[src/rtl/mem_port_arbiter.sv]
// Arbitrates the single-ported main memory between instruction fetch and the data path.
// Optional WAIT-state watchdog enabled by defining MEM_ARB_TIMEOUT_EN.
module mem_port_arbiter #(
    parameter int ADDR_W         = 32,
    parameter int DATA_W         = 32,
    parameter int TIMEOUT_CYCLES = 255
) (
    input  logic              clock,
    input  logic              reset_n,
    input  logic              if_req,
    input  logic [ADDR_W-1:0] if_addr,
    output logic              if_ack,
    output logic [DATA_W-1:0] if_rdata,
    input  logic              dm_req,
    input  logic              dm_we,
    input  logic [ADDR_W-1:0] dm_addr,
    input  logic [DATA_W-1:0] dm_wdata,
    output logic              dm_ack,
    output logic [DATA_W-1:0] dm_rdata,
    output logic [ADDR_W-1:0] mem_address,
    output logic [DATA_W-1:0] mem_data_in,
    output logic              mem_read_write,
    output logic              mem_enable,
    input  logic [DATA_W-1:0] mem_data_out,
    input  logic              mem_busy,
    output logic              owner,
    output logic              arb_busy,
    output logic              timeout_err
);

    typedef enum logic [1:0] {S_IDLE, S_ISSUE, S_WAIT} state_t;

    state_t              r_state, w_next;
    logic [ADDR_W-1:0]   r_addr;
    logic [DATA_W-1:0]   r_wdata;
    logic [DATA_W-1:0]   r_if_rdata, r_dm_rdata;
    logic                r_rw, r_owner, r_last_grant;
    logic                r_if_ack, r_dm_ack;
    logic                w_if_req, w_dm_req, w_grant, w_grant_dm;
    logic                w_done, w_timeout;

    // A port being acked this cycle is masked so a held request is not re-issued.
    assign w_if_req   = if_req & ~r_if_ack;
    assign w_dm_req   = dm_req & ~r_dm_ack;
    assign w_grant    = (r_state == S_IDLE) & (w_if_req | w_dm_req);
    assign w_grant_dm = w_dm_req & (~w_if_req | ~r_last_grant);
    assign w_done     = (r_state == S_WAIT) & (~mem_busy | w_timeout);

`ifdef MEM_ARB_TIMEOUT_EN
    localparam int CNT_W = $clog2(TIMEOUT_CYCLES + 1);
    localparam logic [CNT_W-1:0] CNT_LAST = CNT_W'(TIMEOUT_CYCLES - 1);

    logic [CNT_W-1:0] r_wait_cnt;
    logic             r_timeout_err;

    assign w_timeout = (r_state == S_WAIT) & mem_busy & (r_wait_cnt == CNT_LAST);

    always_ff @(posedge clock or negedge reset_n) begin
        if (!reset_n) begin
            r_wait_cnt    <= '0;
            r_timeout_err <= 1'b0;
        end else begin
            if (r_state == S_ISSUE)
                r_wait_cnt <= '0;
            else if (r_state == S_WAIT)
                r_wait_cnt <= r_wait_cnt + 1'b1;
            if (w_timeout)
                r_timeout_err <= 1'b1;
        end
    end

    assign timeout_err = r_timeout_err;
`else
    logic w_unused_timeout;
    assign w_unused_timeout = ^TIMEOUT_CYCLES;
    assign w_timeout        = 1'b0;
    assign timeout_err      = 1'b0;
`endif

    always_ff @(posedge clock or negedge reset_n) begin
        if (!reset_n) r_state <= S_IDLE;
        else          r_state <= w_next;
    end

    always_comb begin
        w_next = r_state;
        case (r_state)
            S_IDLE:  if (w_grant) w_next = S_ISSUE;
            S_ISSUE: w_next = S_WAIT;
            S_WAIT:  if (w_done) w_next = S_IDLE;
            default: w_next = S_IDLE;
        endcase
    end

    always_ff @(posedge clock or negedge reset_n) begin
        if (!reset_n) begin
            r_addr       <= '0;
            r_wdata      <= '0;
            r_rw         <= 1'b0;
            r_owner      <= 1'b0;
            r_last_grant <= 1'b0;
            r_if_ack     <= 1'b0;
            r_dm_ack     <= 1'b0;
            r_if_rdata   <= '0;
            r_dm_rdata   <= '0;
        end else begin
            r_if_ack <= w_done & ~r_owner;
            r_dm_ack <= w_done &  r_owner;
            if (w_grant) begin
                r_owner      <= w_grant_dm;
                r_last_grant <= w_grant_dm;
                if (w_grant_dm) begin
                    r_addr  <= dm_addr;
                    r_wdata <= dm_wdata;
                    r_rw    <= ~dm_we;
                end else begin
                    r_addr  <= if_addr;
                    r_rw    <= 1'b1;
                end
            end
            // Stores leave rdata alone; a watchdog abort always zeroes it.
            if (w_done && !r_owner)
                r_if_rdata <= w_timeout ? '0 : mem_data_out;
            if (w_done && r_owner && (r_rw || w_timeout))
                r_dm_rdata <= w_timeout ? '0 : mem_data_out;
        end
    end

    assign if_ack         = r_if_ack;
    assign dm_ack         = r_dm_ack;
    assign if_rdata       = r_if_rdata;
    assign dm_rdata       = r_dm_rdata;
    assign mem_address    = r_addr;
    assign mem_data_in    = r_wdata;
    assign mem_read_write = r_rw;
    assign mem_enable     = (r_state == S_ISSUE) | (r_state == S_WAIT);
    assign owner          = r_owner;
    assign arb_busy       = (r_state != S_IDLE);

endmodule

[config.mk]
export PLATFORM = sky130hd
export DESIGN_NAME = mem_port_arbiter
export DESIGN_NICKNAME = d
export VERILOG_FILES = /design/src/rtl/mem_port_arbiter.sv
export SDC_FILE = /design/constraint.sdc
export NUM_CORES = 1
export LEC_CHECK = 0
export ABC_AREA = 1
export CAP_MARGIN = 20
export CORE_MARGIN = 3
export CORE_UTILIZATION = 35
export DETAILED_ROUTE_END_ITERATION = 7
export GPL_ROUTABILITY_DRIVEN = 0
export PLACE_DENSITY_LB_ADDON = 0.08
export RECOVER_POWER = 50
export SYNTH_ARGS = -nofsm -noshare
export SYNTH_HDL_FRONTEND = slang
export SYNTH_SLANG_ARGS = --single-unit
[constraint.sdc]
create_clock -name clock -period 2 [get_ports clock]
set_input_delay 0.6 -clock clock [delete_from_list [all_inputs] [get_ports clock]]
set_output_delay 0.6 -clock clock [all_outputs]
set_load 0.01 [all_outputs]
; ---- Yosys cells after proc, flatten, opt, wreduce, memory -nomap -nowiden
; Index checks and enable logic that the tools add are counted.
[classes]
n_eq_ne = 4
muxes = 5
bitwise = 16
n_reduce_logical = 8
[ops]
columns = cell, count
row1 = $mux 32, 1
row2 = $and 1x1->1, 7
row3 = $not 1->1, 6
row4 = $pmux 2 s3, 1
row5 = $mux 2, 2
row6 = $ne 2x2->1 const B, 2
row7 = $reduce_and 2->1, 2
row8 = $logic_and 1x1->1, 3
row9 = $or 1x1->1, 3
row10 = $eq 2x1->1 const B, 1
row11 = $eq 2x2->1 const B, 1
row12 = $logic_not 2->1, 1
row13 = $reduce_bool 2->1, 1
row14 = $logic_not 1->1, 1
row15 = $mux 1, 1
[word_totals]
ff_bits = 134
in_bits = 134
output_inout_bits = 135
word_cells = 42

; ---- Longest topological paths before layout
; Gate-level depths: netlist of the first run.
[depth]
ltp_word = 6
mapped_depth = 9

; ---- Worst setup path after synthesis of the first run
; No wires, ideal clock.
[synth_timing]
path_type = register -> register
startpoint = register r_state[0]
endpoint = register r_addr[0] (netlist: mem_address[0])
setup_time_ps = 118
arrival_ps = 1325
setup_slack_ps = 557
path_stages_with_launch = 9
path_buffers = 1
synth_period_minus_slack_ps = 1443
path_cell_list = dfrtp_1 -> inv_1 -> ha_1 -> inv_1 -> a21oi_4 -> inv_2 -> buf_2 -> nand2_1 -> nand2_1
[synth_via]
elab_chain_len = 2
[synth_rtl]
columns = element, line_no
row1 = from (decl), 33  ; state_t r_state, w_next;
row2 = from (signal assigned), 82  ; else r_state <= w_next;
row3 = $logic_not 2->1, 45  ; assign w_grant = (r_state == S_IDLE) & (w_if_req | w_dm_req);
row4 = $and 1x1->1, 45
row5 = to (signal assigned), 113  ; r_addr <= dm_addr;
row6 = to (signal assigned), 117  ; r_addr <= if_addr;
row7 = to (decl), 34  ; logic [ADDR_W-1:0] r_addr;
; Every way passes these cells.
; A chain may end at the register's enable or synchronous reset.

; ---- Final worst setup path of the first run
[layout_timing]
startpoint = register r_addr[15] (netlist: mem_address[15])
endpoint = output port mem_address[15]
[layout_rtl]
columns = element, line_no
row1 = to (decl), 20  ; output logic [ADDR_W-1:0] mem_address,
; No word-level cell between the ends.

==> impl_metrics.toml, run 1 <==
[outcome]
result_of_the_run = "complete, no violations"

[pwr]
power.density_nw_per_um2 = 1480
fin_total_pwr_uw = 13800
vdd.ir_drop.worst_mv = 0.786
p_leak_uw = 0.00473

[drt]
routed_wl_um = 17200
dr.pass1.iters = 4
vias = 5185
ant_nets_after_route = 0
initialDrtViolationCount = 246
detail_route.vias_per_cell = 4.34
detail_route.drc_violations = 0
post_drt_wl_per_cell_um = 14.4

[finish]
fillerInstances = 1507
layout-drive-gt1-share = 0.0694
finalInstanceArea_sq_um = 9340
mostFrequentLayoutCells = "nand2_1, clkdlybuf4s50_1, dfrtp_1"
finalNetCount = 1106
regArea_sq_um = 3350
final_common_cell = "nand2_1"
multiInputGateArea_sq_um = 1800
area_delta_synth_final_pct = 62.9
n_antenna_cell = 0

[timing]
setup_tns_ps = 0
finalSetupViolations = 0
fin_hold_ws_ps = 475
post-route-min-period_ps = 1940
worst_slew_margin_rel = 0.511
worst_slew_pin_slew_ps = 733
fmax_mhz = 514
final_hold_viol_count = 0
fin_skew_ps = 9.16
fin_crit_share = 0.972
slew_violations = 0
rsz_0062_raised_after_global_routing = "no"

[critical_path]
timing.critical_path.max_delay_family = "buffers and inverters"
cell_with_the_biggest_individual_delay_on_the_critical_path = "clkdlybuf4s50_1"
cp_cell_sequence = "clkdlybuf4s50_1"
worst_setup_path_end_kind = "primary output"
path_depth = 1
crit_start = "mem_address[15]$_DFFE_PN0P_"
worst_r2r_endpoint = "dm_rdata[3]$_DFFE_PN0P_"
critical_path_arrival_ps = 1340
critical_path.endpoint = "mem_address[15]"
cp-start-kind = "flip-flop"
worst-endpoint-required_ps = 1400
r2r_slack_ps = 310
worstPathMaxFanout = 2
timing.critical_path.slowest_cell_delay_ps = 570
worstPathBufferInverterCount = 1
regToRegStartpoint = "r_state[0]$_DFFE_PN0P_"
kind_of_critical_path = "reg -> out"
worst-r2r-cell-count = 7

[grt]
grt_first_pass_wirelength_um = 27400
initial_antenna_violation_count = 0
gr_util_all_layers = 0.193
pin_count_of_the_biggest_net_entering_global_routing = 48
first_global_vias = 5225
overflow_after_grt = 0

[die]
die_outline_area_sq_um = 17900
rows = 46
start_util = 0.360
fp.dieH_um = 134
floorplan.core_area_sq_um = 15900
die_x_um = 134
io-pin-count = 269

[cts]
cts_max_path_buffers = 2
clock_sinks = 134
worst_skew_pair.late_latency_ps = 410
h-tree-depth = 4
clock-root-buffer = "clkbuf_16"
clkSlewWorstSetupHoldPaths_ps = 60
tritoncts.num_buffers = 17
cts_tree = "built"

[synth]
yosys_register_bits = 134
synth.yosys.warnings = 0
synth_area_per_cell_sq_um = 8.31
ys_types = 21
syn-cell-area_sq_um = 5730
syn_nets = 828
synth_sequential_area_ratio = 0.585
post_syn_instances = 690

[min_path]
holdCritPathClass = "reg -> reg"

[placed_design]
io_buffers = 267
detailedPlacementHpwl_um = 12400
post_dp_cell_area_sq_um = 8840

[run]
max_cap_viol_count = 0
[area by class of cell]
type	count	share of cell area
flip-flops and latches	134	0.359
repair buffers	294	0.318
clock inverters	8	0.00817
clock buffers	23	0.0501
inverters	108	0.0434
multi-input cells	413	0.192
well taps	216	0.0289
[cell families (layout without fill, tap and decap cells)]
kind of cell             after synthesis  count (layout)  share of synthesized area
AND/OR/NAND/NOR                      342             342                      0.246
buffers and inverters                143             433                      0.100
flip-flops                           134             134                      0.585
AO/OA/AOI/OAI                         66              66                     0.0596
adder cells (fa/ha/maj)                4               4                    0.00873
other                                  1               1                   0.000654
[repair_timing]
action	CTS	global route
buffers inserted	1	1
endpoints found under the hold margin	7	0
setup endpoints to repair	5	3
hold buffers	1	0
gates resized for setup	10	5
[worst register-to-register path: stages, from the launching register on]
cell and delay, ps:
dfrtp_1 390, inv_2 80, ha_1 170, inv_2 40, nor3_1 270, nand2_2 90, clkbuf_4 290, o21ai_0 270
[Yosys cell counts]
master    count  area share
inv_1       103       0.067
nand2_2       1      0.0011
buf_2        25       0.022
nand3_4       1      0.0031
nor2_4        1      0.0020
nand2_1     266        0.17
dfrtp_1     134        0.59
nand3_2       1      0.0017
clkbuf_2      1     0.00087
conb_1        1     0.00065
nor2_1        4      0.0026
nand3_1      67       0.059
nor3_4        1      0.0028
o21ai_1      23       0.020
ha_1          4      0.0087
buf_4         1      0.0013
a21oi_4       1      0.0028
buf_1         1     0.00065
clkbuf_1      7      0.0046
inv_2         5      0.0033
o21ai_0      42       0.037
[layer usage]
metal,GRT usage,share of wire
met5,0,0
met4,0.0629,0.019
met3,0.0604,0.074
met2,0.321,0.48
met1,0.241,0.42
[how the worst min path moves through the flow]
stage,to,slack [ps],start,cells past startpoint
floorplan,dm_ack$_DFF_PN0_,300,reset_n,0
global placement,mem_address[10]$_DFFE_PN0P_,420,reset_n,1
detailed placement,mem_address[10]$_DFFE_PN0P_,420,reset_n,1
CTS,mem_address[29]$_DFFE_PN0P_,480,mem_address[29]$_DFFE_PN0P_,2
global route,mem_data_in[10]$_DFFE_PN0P_,490,mem_data_in[10]$_DFFE_PN0P_,2
finish,mem_data_in[12]$_DFFE_PN0P_,470,mem_data_in[12]$_DFFE_PN0P_,2
[power breakdown]
part           leakage (uW)  switching (uW)  total (uW)  internal (uW)
Sequential          0.00167             689        4680           3990
Clock              0.000259            1140        2900           1760
Combinational       0.00279            2880        6210           3320
[state kept, by name, indices dropped and copies added, names as in the netlist]
register and count:
r_last_grant 1, mem_data_in 32, mem_address 32, if_ack 1
dm_rdata 32, dm_ack 1, r_state 2, if_rdata 32
mem_read_write 1
[stage by stage]
stage,setup WS (ps),instances,util
finish,55.1,1196,0.586
global route,1.34,1196,0.586
CTS,3.19,1195,0.590
detailed placement,46.0,1162,0.555
global placement,65.3,1162,0.555
floorplan,557,690,-
No activity file was read; power rests on OpenSTA's default activity.
==> run 2, diff against run 1 <==
--- a/config.mk
+++ b/config.mk
@@ -11,6 +11,7 @@
 export CORE_UTILIZATION = 35
 export DETAILED_ROUTE_END_ITERATION = 7
 export GPL_ROUTABILITY_DRIVEN = 0
+export MAX_ROUTING_LAYER = met4
 export PLACE_DENSITY_LB_ADDON = 0.08
 export RECOVER_POWER = 50
 export SYNTH_ARGS = -nofsm -noshare
==> constraint.sdc (replaced) <==
create_clock -name clock -period 2 [get_ports clock]
set_input_delay 0.3 -clock clock [delete_from_list [all_inputs] [get_ports clock]]
set_output_delay 0.3 -clock clock [all_outputs]
set_load 0.01 [all_outputs]
==> impl_metrics.toml, run 2 (synthesis gave the netlist of run 1 again) <==
[outcome]
result_of_the_run = "complete, no violations"

[pwr]
power.density_nw_per_um2 = 1480
p_leak_uw = 0.00462
vdd.ir_drop.worst_mv = 0.626
fin_total_pwr_uw = 13600

[finish]
area_delta_synth_final_pct = 60.2
layout-drive-gt1-share = 0.0527
n_antenna_cell = 0
utilization = 0.576
final_common_cell = "nand2_1"
finalInstanceArea_sq_um = 9180
fillerInstances = 1505
finalNetCount = 1093
mostFrequentLayoutCells = "nand2_1, clkdlybuf4s50_1, dfrtp_1"

[min_path]
holdCritPathClass = "in -> async"

[timing]
setup_tns_ps = 0
rsz_0062_raised_after_global_routing = "no"
final_hold_viol_count = 0
fmax_mhz = 535
fin_hold_ws_ps = 425
finalSetupViolations = 0
fin_crit_share = 0.934
fin_skew_ps = 9.39
worst_slew_margin_rel = 0.444
post-route-min-period_ps = 1870
slew_violations = 0
worst_slew_pin_slew_ps = 834

[placed_design]
post_dp_cell_area_sq_um = 8680
detailedPlacementHpwl_um = 11900
io_buffers = 267

[die]
die_x_um = 134
io-pin-count = 269
floorplan.core_area_sq_um = 15900
fp.dieH_um = 134
die_outline_area_sq_um = 17900
start_util = 0.360
rows = 46

[cts]
clock_sinks = 134
cts_tree = "built"
worst_skew_pair.late_latency_ps = 410
cts_max_path_buffers = 2
tritoncts.num_buffers = 17
clkSlewWorstSetupHoldPaths_ps = 60
post-cts-setup-buffer-count = 0
clock-root-buffer = "clkbuf_16"
h-tree-depth = 4

[critical_path]
regToRegStartpoint = "r_state[0]$_DFFE_PN0P_"
critical_path_arrival_ps = 1570
worst-r2r-cell-count = 8
cp-start-kind = "flip-flop"
worst_setup_path_end_kind = "primary output"
crit_start = "r_state[0]$_DFFE_PN0P_"
kind_of_critical_path = "reg -> out"
worst-endpoint-required_ps = 1700
worstPathMaxFanout = 3

[grt]
overflow_after_grt = 0
initial_antenna_violation_count = 0
gr_util_all_layers = 0.195
pin_count_of_the_biggest_net_entering_global_routing = 66
first_global_vias = 5052
grt_first_pass_wirelength_um = 26800

[run]
max_cap_viol_count = 0

[drt]
vias = 5146
post_drt_wl_per_cell_um = 14.3
dr.pass1.iters = 4
ant_nets_after_route = 0
detail_route.drc_violations = 0
routed_wl_um = 17000
detail_route.vias_per_cell = 4.35
initialDrtViolationCount = 188
[run 2: final timing paths]
| check | end | slack [ps] |
|---|---|---|
| max | arb_busy | 130 |
| min | mem_address[15]$_DFFE_PN0P_ | 430 |
| max reg2reg | if_rdata[22]$_DFFE_PN0P_ | 250 |
| min reg2reg | mem_data_in[22]$_DFFE_PN0P_ | 470 |
| max in group asynchronous | dm_rdata[4]$_DFFE_PN0P_ | 380 |
| min in group clock | mem_data_in[9]$_DFFE_PN0P_ | 430 |
[run 2: worst max-delay path, cell delays in order, from the launching register on]
cell           delay, ps
dfrtp_1              390
inv_1                110
ha_1                 250
inv_1                100
dlygate4sd2_1        310
[run 2: what timing repair did]
action,in CTS,in global routing
endpoints found under the setup margin,2,0
hold buffers,1,0
hold endpoints to repair,48,0
resized for setup,2,0
[run 2: area by class of cell]
type | count | area [sq um] | area share
sequential | 134 | 3350 | 0.365
tap | 216 | 270 | 0.0294
clock inverter | 10 | 108 | 0.0117
clock buffer | 21 | 440 | 0.0480
multi-input combinational | 413 | 1800 | 0.196
inverter | 108 | 405 | 0.0442
timing repair buffer | 281 | 2810 | 0.306
[run 2: metal layers]
layer  routed length [um]  global-route usage
met2                 8350               0.319
met4                  104              0.0429
met1                 7350               0.242
met3                 1150              0.0589
met5                    0                   -
[run 2: where the power goes]
group,internal [uW],leakage (uW),switching [uW]
clock,1810,0.000262,1130
sequential,3990,0.00167,671
combinational,3150,0.00269,2850
total,8960,0.00462,4650
[run 2: metrics by stage]
step                cells  setup slack [ps]
finish               1183               131
global route         1183              48.0
CTS                  1183              91.1
detailed placement   1151               280
global placement     1151               292
floorplan             690               557
==> variant (flow settings as in run 1) <==
Re-encode `state_t` (3 states) as one-hot, 3 bits wide.
--- a/src/rtl/mem_port_arbiter.sv
+++ b/src/rtl/mem_port_arbiter.sv
@@ -28,7 +28,7 @@
     output logic              timeout_err
 );
 
-    typedef enum logic [1:0] {S_IDLE, S_ISSUE, S_WAIT} state_t;
+    typedef enum logic [2:0] {S_IDLE = 3'b001, S_ISSUE = 3'b010, S_WAIT = 3'b100} state_t;
 
     state_t              r_state, w_next;
     logic [ADDR_W-1:0]   r_addr;
Formal check against the unedited RTL: same outputs for any inputs over 10 cycles, from zero or initial values and one cycle with reset_n low; not proved beyond that.
==> variant against run 1 <==
  * Worst hold slack lost 0.12 ns
  * Global-route usage grew 0.37 points
  * Area after synthesis grew 4.3%
  * Critical endpoint is now mem_address[0]
  * Routed wire length grew 5.9%
  * Power grew 5.0%
  * Setup slack lost 0.0090 ns
  * Sequential cell count grew 1
  * Final area grew 2.9%
==> variant: results (changes against run 1) <==
final net count -> 1129 (+2.1%)
overall routed net length -> 18240 um (+5.9%)
first-pass GRT wire length -> 28660 um (+4.4%)
DP Area -> 9027 sq um (+2.1%)
DIE AREA -> 18690 sq um (+4.1%)
complex-gate fraction of the synthesized area -> 4.352% (-1.6 points)
largest net degree at the start of global routing -> 40 (-17%)
Longest Clk Path Bufs -> 2 (unchanged)
initial antenna violation count -> 1 (+1)
Synthesis Warnings -> 0 (unchanged)
overall power -> 14.47 mW (+5.0%)
Filler cells -> 1551 (+2.9%)
mux contribution to synthesized area -> 0% (unchanged)
ratio of cells with drive above 1 in the final layout -> 5.853% (-1.1 points)
Sw Share -> 33.60% (-0.52 points)
clock skew -> 0.005152 ns (-0.004008 ns)
pre-CTS setup slack -> -0.09035 ns (-0.1363 ns)
crit-path max FO -> 2 (unchanged)
PortBufs -> 267 (unchanged)
worst hold path type -> in2async
number of H-tree levels -> 4 (unchanged)
number of CTS-inserted buffers -> 17 (unchanged)
max incr delay on CP -> 0.59 ns (+0.02 ns)
Leakage -> 4.761 nW (+0.73%)
Slew Limit Headroom -> 33.43% (-18 points)
RR Startpoint -> r_state[0]
Netlist cell types -> 19 (-9.5%)
Area Growth Syn to Fin -> 60.79%
commonest cells in the netlist -> 329 x nand2_1, 134 x dfrtp_1, 71 x inv_1
critical path's top delay family -> buffers and inverters
1st-iter DRT viols -> 229 (-6.9%)
non-filler cells, final -> 1228 (+2.7%)
Synth Area per Inst -> 8.236 sq um (-0.85%)
hpwl dp -> 12870 um (+4.1%)
post-synthesis sequential area ratio -> 56.52% (-2.0 points)
status -> completed
syn nets -> 860 (+3.9%)
Clock Tree Root -> clkbuf_16
peak supply drop -> 0.6322 mV (-20%)
Vias -> 5509 (+6.2%)
Inserted Diodes -> 0 (unchanged)
combinational gate power -> 6.32 mW (+2%)
Synth Area in Adders -> 0% (-0.87 points)
Crit-path slowest cell -> clkdlybuf4s50_1
GRT Util Overall -> 19.70% (+0.37 points)
Synth area leaders -> dfrtp_1 56%, nand2_1 21%, nand3_1 5.7%
CP Launch Point -> mem_address[0]
==> variant: changes by cell type after synthesis, sizes merged, moves of 4 or more <==
cell           run 1  this run
nand2            267       330
o21ai             65         4
inv              108        74
nand3b             0        32
o21bai             0        32
clkbuf             8        19
buf               27        22
ha                 4         0
==> variant: repair_timing <==
| action | CTS | global route |
|---|---|---|
| buffers inserted | 1 | 0 |
| endpoints found under the setup margin | 4 | 5 |
| resized for setup | 9 | 5 |
| hold buffers | 0 | 0 |
| pin swaps | 1 | 1 |
| endpoints found under the hold margin | 0 | 0 |
==> variant: cell type report <==
type / instances / share of cell area [%]
Clock buffer: 24 / 5.010
Timing Repair Buffer: 291 / 30.15
Multi-Input combinational cell: 474 / 22.11
Clock inverter: 8 / 1.744
Sequential cell: 135 / 35.15
Tap cell: 220 / 2.863
Inverter: 76 / 2.967
==> variant: worst paths after layout <==
| check | to | slack, ns | cells after the start |
|---|---|---|---|
| max | mem_address[0] | 0.05 | 1 |
| min | if_rdata[9] | 0.35 | 1 |
| max reg2reg | mem_address[6] | 0.20 | 9 |
| min reg2reg | if_rdata[19] | 0.47 | 2 |
| max in group asynchronous | mem_data_in[11] | 0.40 | 2 |
| min in group clock | if_rdata[19] | 0.47 | 2 |
==> variant: metal layers <==
layer	GRT usage [%]	vias up	wire, um
li1	-	2762	-
met1	24.49	2540	7710
met2	31.76	189	8648
met3	7.610	16	1662
met4	5.991	2	210
met5	0	-	12
==> variant: worst reg2reg max path, cell delays in order (launching register included) <==
cell and delay (ns):
dfstp_2 0.55, nand2_1 0.06, nor2_2 0.11, buf_4 0.12
buf_4 0.12, nand2_2 0.05, clkinv_1 0.08, clkbuf_1 0.41
nand3_1 0.16, nand2_1 0.09
